<file path="config.mk">
export PLATFORM = sky130hd
export DESIGN_NAME = stream_arbiter
export DESIGN_NICKNAME = d
export VERILOG_FILES = /design/src/rtl/stream_arbiter_pkg.sv /design/src/rtl/stream_arbiter_rr_pick.sv /design/src/rtl/stream_arbiter.sv
export SDC_FILE = /design/constraint.sdc
export NUM_CORES = 1
export LEC_CHECK = 0
export ABC_AREA = 1
export CORE_ASPECT_RATIO = 0.7
export CORE_UTILIZATION = 42
export CTS_CLUSTER_DIAMETER = 40
export DETAILED_ROUTE_END_ITERATION = 12
export MAX_ROUTING_LAYER = met4
export PLACE_DENSITY = 0.8
export SYNTH_ARGS = -nofsm -noshare
export SYNTH_HDL_FRONTEND = slang
export SYNTH_SLANG_ARGS = --single-unit
</file>
<file path="constraint.sdc">
create_clock -name clock -period 2.63 [get_ports clock]
set_input_delay 0.789 -clock clock [delete_from_list [all_inputs] [get_ports clock]]
set_output_delay 0.789 -clock clock [all_outputs]
set_load 0.01 [all_outputs]
</file>
<file path="src/rtl/stream_arbiter_pkg.sv">
// Shared definitions for the stream arbiter: state encoding, tag prefix, width helper.
// The optional tag byte (STREAM_ARBITER_TAG_EN) uses ST_TAG and TAG_PREFIX.
package stream_arbiter_pkg;

    typedef enum logic [1:0] {
        ST_IDLE = 2'd0,
        ST_PASS = 2'd1,
        ST_TAG  = 2'd2
    } state_t;

    localparam logic [3:0] TAG_PREFIX = 4'hF;

    // Ceiling log2, never less than one bit so a width is always legal.
    function automatic int clog2(input int value);
        int r;
        r = 0;
        for (int i = 0; i < 31; i++) begin
            if ((1 << i) < value) r = i + 1;
        end
        return (r < 1) ? 1 : r;
    endfunction

endpackage

</file>
<file path="src/rtl/stream_arbiter_rr_pick.sv">
// Combinational round-robin priority encoder: first set request after the pointer, modulo N.
// Reusable by any block sharing a resource among N requesters.
module rr_pick
    import stream_arbiter_pkg::*;
#(
    parameter int N     = 4,
    parameter int IDX_W = clog2(N)
) (
    input  logic [N-1:0]     req,
    input  logic [IDX_W-1:0] pointer,
    output logic             any,
    output logic [N-1:0]     onehot,
    output logic [IDX_W-1:0] index
);

    logic [IDX_W-1:0] cand;

    always_comb begin
        any    = 1'b0;
        onehot = '0;
        index  = '0;
        cand   = '0;
        for (int k = 1; k <= N; k++) begin
            cand = IDX_W'((int'(pointer) + k) % N);
            if (!any && req[cand]) begin
                any          = 1'b1;
                onehot[cand] = 1'b1;
                index        = cand;
            end
        end
    end

endmodule

</file>
<file path="src/rtl/stream_arbiter.sv">
// Round-robin arbiter sharing one valid/ready byte sink among N sources, bounded bursts.
// Define STREAM_ARBITER_TAG_EN to emit a {4'hF, index} tag byte before each grant's data.
module stream_arbiter
    import stream_arbiter_pkg::*;
#(
    parameter int N         = 4,
    parameter int BURST_LEN = 16
) (
    input  logic           clock,
    input  logic           reset_n,
    input  logic [8*N-1:0] req_dat,
    input  logic [N-1:0]   req_val,
    output logic [N-1:0]   req_rdy,
    output logic [7:0]     out_dat,
    output logic           out_val,
    input  logic           out_rdy,
    output logic [N-1:0]   grant,
    output logic           busy
);

    localparam int IDX_W = clog2(N);
    localparam int CNT_W = clog2(BURST_LEN + 1);

    state_t           state, state_nxt;
    logic [N-1:0]     grant_nxt;
    logic [IDX_W-1:0] pointer, pointer_nxt;
    logic [IDX_W-1:0] idx, idx_nxt;
    logic [CNT_W-1:0] count, count_nxt;
    logic [CNT_W-1:0] count_inc;

    logic             pick_any;
    logic [N-1:0]     pick_onehot;
    logic [IDX_W-1:0] pick_index;

    rr_pick #(
        .N     (N),
        .IDX_W (IDX_W)
    ) u_pick (
        .req     (req_val),
        .pointer (pointer),
        .any     (pick_any),
        .onehot  (pick_onehot),
        .index   (pick_index)
    );

    assign busy      = (state != ST_IDLE);
    assign count_inc = count + CNT_W'(1);

    always_ff @(posedge clock or negedge reset_n) begin
        if (!reset_n) begin
            state   <= ST_IDLE;
            grant   <= '0;
            pointer <= IDX_W'(N - 1);
            idx     <= '0;
            count   <= '0;
        end else begin
            state   <= state_nxt;
            grant   <= grant_nxt;
            pointer <= pointer_nxt;
            idx     <= idx_nxt;
            count   <= count_nxt;
        end
    end

    always_comb begin
        state_nxt   = state;
        grant_nxt   = grant;
        pointer_nxt = pointer;
        idx_nxt     = idx;
        count_nxt   = count;
        out_dat     = 8'h00;
        out_val     = 1'b0;
        req_rdy     = '0;
        case (state)
            ST_IDLE: begin
                if (pick_any) begin
                    grant_nxt = pick_onehot;
                    idx_nxt   = pick_index;
                    count_nxt = '0;
`ifdef STREAM_ARBITER_TAG_EN
                    state_nxt = ST_TAG;
`else
                    state_nxt = ST_PASS;
`endif
                end
            end
`ifdef STREAM_ARBITER_TAG_EN
            ST_TAG: begin
                out_dat = {TAG_PREFIX, 4'(idx)};
                out_val = 1'b1;
                if (out_rdy) state_nxt = ST_PASS;
            end
`endif
            ST_PASS: begin
                out_dat      = req_dat[8*idx +: 8];
                out_val      = req_val[idx];
                req_rdy[idx] = out_rdy & req_val[idx];
                // Burst limit takes priority; a dry source also releases the grant.
                if (req_val[idx] && out_rdy) begin
                    count_nxt = count_inc;
                    if (count_inc == CNT_W'(BURST_LEN)) begin
                        state_nxt   = ST_IDLE;
                        pointer_nxt = idx;
                        grant_nxt   = '0;
                    end
                end else if (!req_val[idx]) begin
                    state_nxt   = ST_IDLE;
                    pointer_nxt = idx;
                    grant_nxt   = '0;
                end
            end
            default: begin
                state_nxt = ST_IDLE;
                grant_nxt = '0;
            end
        endcase
    end

endmodule

</file>
Word level (Yosys, flattened, before mapping)

Index checks and enable logic that the tools add are counted.

Register bits after elaboration: 15
Word-level logic and storage cells: 104

Add/sub/neg operators: 5
$lt $le $gt $ge: 10
Equality and inequality tests: 8
Shifts and indexed selects: 1
Mux-type cells: 51
Bitwise operators: 5
Reductions and logical operators: 19

Operators with widths:

| cell                | number |
|---|---|
| $mux 4              | 9 |
| $shiftx 32x6->8     | 1 |
| $mux 2              | 11 |
| $lt 2x3->1 const B  | 5 |
| $mux 1              | 15 |
| $or 4x4->4          | 3 |
| $bmux 1 s2          | 5 |
| $demux 1 s2         | 5 |
| $ge 2x1->1 const B  | 5 |
| $mux 5              | 2 |
| $pmux 5 s2          | 1 |
| $logic_and 1x1->1   | 9 |
| $reduce_and 3->1    | 3 |
| $mux 8              | 1 |
| $pmux 4 s2          | 1 |
| $ne 3x3->1 const B  | 2 |
| $add 5x1->5 const B | 1 |
| $eq 5x5->1 const B  | 1 |
| $add 2x1->2 const B | 2 |
| $add 2x2->2 const B | 2 |
| $and 4x4->4         | 1 |
| $ne 2x1->1 const B  | 2 |
| $ne 2x2->1 const B  | 2 |
| $pmux 2 s2          | 1 |
| 6 further kinds     | 9 |

Logic depth before layout (Yosys ltp)

Word-level depth: 15
Gate-level depth with buffers: 12
Mapped depth without buffers: 11

By module

From an unflattened synthesis, not the netlist that was laid out.

Cells, all modules: 224
Area, all modules: 1544.0 um2

By module, submodules not included:

| module         | times used | cells each | area an instance (um2) | sequential area each (um2) |
|---|---|---|---|---|
| stream_arbiter | 1          | 143        | 1008.5                 | 352.8 |
| rr_pick        | 1          | 81         | 535.5                  | 0.0 |

Least setup slack after synthesis

OpenSTA, ideal clock, no wires.

Kind: input port to output port
Start: in req_val[0]
End: out req_rdy[0]
Data arrival time: 1.560 ns
Data required time: 1.841 ns
Slack: 0.281 ns
Stages: 7
Path buffers: 1
Cells stage by stage: nand2_1 nand2_1 nor2_2 nor2_4 nand2_2 buf_6 nor3_1

Longest elaborated chain between the ends: 5

RTL lines:

| what                         | line                 | source |
|---|---|---|
| start, declared              | stream_arbiter.sv:12 | `input logic [N-1:0] req_val,` |
| $bmux 1 s2                   | stream_arbiter.sv:97 | `req_rdy[idx] = out_rdy & req_val[idx];` |
| $mux 1 (implied by the code) | stream_arbiter.sv:97 |  |
| $and 1x1->1                  | stream_arbiter.sv:97 |  |
| $and 4x4->4 (no line)        | --                   |  |
| $mux 4                       | stream_arbiter.sv:74 | `case (state)` |
| end, declared                | stream_arbiter.sv:13 | `output logic [N-1:0] req_rdy,` |

Every way passes these cells. The select of a mux whose other input is x is not followed.

Worst setup path in the final report

Start: in req_val[1]
End: out out_val

Longest elaborated chain between the ends: 3

RTL lines:

| what                         | line                 | source |
|---|---|---|
| $bmux 1 s2                   | stream_arbiter.sv:96 | `out_val = req_val[idx];` |
| $mux 1 (implied by the code) | stream_arbiter.sv:96 |  |
| $mux 1                       | stream_arbiter.sv:74 |  |
| end, declared                | stream_arbiter.sv:15 | `output logic out_val,` |

Every way passes these cells. The select of a mux whose other input is x is not followed.

==> summary.md <==
| Metric | Value |
|---|---|
| Max Cap Viol | 0 |
| DRC Markers | 0 |
| CTS clk-pin slew, worst paths | roughly 0.060 ns |
| Number of stages on the worst setup path | 7 |
| Final setup fails | 0 |
| Initial antenna violation count | 0 |
| Area growth, synth to finish | 55.71% |
| Setup TNS | 0 ns |
| Peak VDD IR | about 520 uV |
| Total Nets Final | 319 |
| Largest net degree at the start of global routing | 15 |
| Number of flops mapped to enable cells by yosys | 0 |
| Syn_nets | between 200 and 250 |
| Diodes inserted | 0 |
| Startpoint types | primary input |
| Fin crit share | a little over nine tenths |
| Die H | between 40 and 50 um |
| Critical Path RT | around 1.8 ns |
| FF-to-FF Start | pointer[1] |
| Antenna-violating nets left | 0 |
| Initial core utilization | between 40% and 50% |
| CTS H-tree lvls | 1 |
| Leakage power | between 1 and 1.5 nW |
| Gp weighted congestion | between 0.8 and 0.9 |
| Die ar. | around 3300 sq um |
| Critical path type | in -> out |
| Post-Syn Area | between 1000 and 1500 sq um |
| Dpl cells | between 300 and 400 |
| Core Area | roughly 2900 sq um |
| Slew headroom | 58.69% |
| Initial DRC Count | 34 |
| R2r endpoint | idx[0] |
| CTS Hold Bufs | 0 |
| CP max-delay cell | dlygate4sd2_1 |
| Prevailing post-synth register cell | dfrtp_1 |
| Final WL | ~3.8 mm |
| Final clock skew | 0.001248 ns |
| I/O Buffers | 56 |
| Final Hold Vio Count | 0 |
| Final hold slack | about 0.5 ns |
| Gr ovfl total | 0 |
| Worst path cell trace | dlygate4sd2_1 > nand2_1 > nand2_2 > nor2_4 > nor2_4 > buf_4 > dlygate4sd2_1 |
| Hold crit path type | reg -> reg |
| Total CTS buffers | 3 |
| Post-synth top area cell | dfrtp_1 |
| Area contributors post-synth | dfrtp_1 23%, nand2_1 23%, nand3_1 9.7%, ha_1 8.7%, a22oi_1 4.6% |
| Commonest non-fill, non-tap cell in the layout | nand2_1 |
| Die X | ~68 um |
| Setup crit start | req_val[1] |
| CTS Root Cell | clkbuf_8 |
| Share of layout cells above drive strength 1 | around 15% |
| Vias in the first global route | roughly 1,500 |
| WL/cell | 12.25 um |
| Routed vias | approximately 1,600 |
| CP Capture Point | out_val |
| CTS tree | yes |
| Final core occ | between 70% and 80% |
| Worst Path Arrival | 1.79 ns |
| Worst-margin pin slew | 0.6177 ns |
| Synth warnings | 0 |
| Final instance count without filler cells | slightly above 300 |
| Buf/Inv on CP | 3 |
| Sink Count | 14 |
| Family with the most delay on the worst path | buffers and inverters |
| Post-place setup slack | -0.5103 ns |
| Setup WS post-layout | about 0.05 ns |
| Worst reg-to-reg setup slack | 0.46 ns |
| Crit path max fanout | 2 |
| Top cell type's share of synthesized area | 23.21% |
| Ys async rst share | between 90% and 100% |
| Crit-path max cell delay | approximately 0.27 ns |
| Post-synthesis sequential area ratio | between 20% and 30% |
| Min cycle time layout | between 2 and 3 ns |
| Reg2reg path depth | 11 |
| Worst skew pair latency | between 0.2 and 0.3 ns |
| Drt via density | about 5.2 |
| Yosys cell types | 25 |
| First-pass GRT wire length | a little under 6 mm |
| Seq cells post-synth | 14 |
| Gr usage total | between 20 and 25% |
| First-pass iteration count of the detailed router | 4 |
| # rows | 16 |
| Commonest cells after routing, fill and taps aside | 76 x nand2_1, 39 x clkdlybuf4s50_1, 25 x nand3_1 |
| Clock buffer depth | 2 |
| Pins Over Slew Limit | 0 |
| RSZ-0062 raised after global routing | no |
| I/O pin total | between 50 and 60 |
| Mean Syn Cell Area | 6.469 sq um |
| Critical Path Sink Type | output pin |
| Max Clock Freq | just under 400 MHz |
| PD cells | 995.5 nW/um^2 |
| Post-Syn Instances | 200 |
| Dpl hpwl | ~3 mm |
| Status | completed |
==> worst register-to-register path, delay by kind of cell, from the launching register on <==
kind                     cells  cell delay (ns)
flip-flops                   1             0.63
AND/OR/NAND/NOR              6             0.56
buffers and inverters        3             0.44
adder cells (fa/ha/maj)      1             0.36
AO/OA/AOI/OAI                1             0.07
==> what timing repair did <==
item	CTS	global route
buffers inserted	1	0
hold endpoints to repair	0	0
setup endpoints to repair	13	8
pin swaps	5	1
gates resized for setup	25	13
cloned	0	0
==> routing by layer <==
layer | wire, um | vias to the layer above | track usage (%)
li1 | - | 806 | -
met1 | 1688 | 711 | 29.75
met2 | 1623 | 60 | 38.56
met3 | 392 | 6 | 6.368
met4 | 46 | 0 | 6.944
met5 | 0 | - | -
==> sequential cells by signal, indices dropped and copies added, names as in the netlist <==
register	cells
count	5
grant	4
idx	2
pointer	2
state	1
==> cell usage after synthesis (2+ instances only) <==
library cell,instances
nand2_2,2
inv_1,13
a31oi_1,9
a22oi_1,8
ha_1,9
nor2_1,9
nand2_1,78
nor2_2,3
a21oi_1,5
nand3_1,25
dfrtp_1,12
o21ai_0,8
dfstp_2,2
a21boi_0,4
inv_2,3
==> how the worst min path moves through the flow <==
stage | start | to | slack [ns] | cells after the start
2_1_floorplan | reset_n | count[0] | 0.49 | 0
3_3_place_gp | grant[3] | grant[3] | 0.47 | 2
3_5_place_dp | grant[0] | grant[0] | 0.47 | 2
4_1_cts | grant[0] | grant[0] | 0.49 | 2
5_1_grt | grant[2] | grant[2] | 0.52 | 2
6_report | grant[0] | grant[0] | 0.49 | 2
==> where the power goes <==
part | switching (mW) | internal [mW]
Sequential | 0.0754 | 0.294
Combinational | 0.846 | 0.583
Clock | 0.0749 | 0.133
Total | 0.996 | 1.01
==> stage by stage <==
step | instance area, sq um | total power [mW]
finish | 2014 | 2.005
detailed placement | 1966 | 1.826
CTS | 2016 | 1.992
floorplan | 1294 | 1.256
global placement | 1966 | 1.804
global route | 2014 | 2.210
==> area by class of cell <==
| type | count | area, sq um |
|---|---|---|
| well taps | 36 | 45.04 |
| fillers | 252 | 848.3 |
| clock buffers | 4 | 55.05 |
| inverters | 17 | 65.06 |
| repair buffers | 69 | 619.3 |
| flip-flops and latches | 14 | 352.8 |
| multi-input cells | 166 | 877.1 |
==> cell families after synthesis <==
logic type / after synthesis / synth area share, %
AND/OR/NAND/NOR: 120 / 39.07
flip-flops: 14 / 27.27
AO/OA/AOI/OAI: 35 / 16.73
XOR/XNOR: 2 / 1.354
adder cells (fa/ha/maj): 9 / 8.704
buffers and inverters: 20 / 6.866
(Power assumes the default switching activity.)
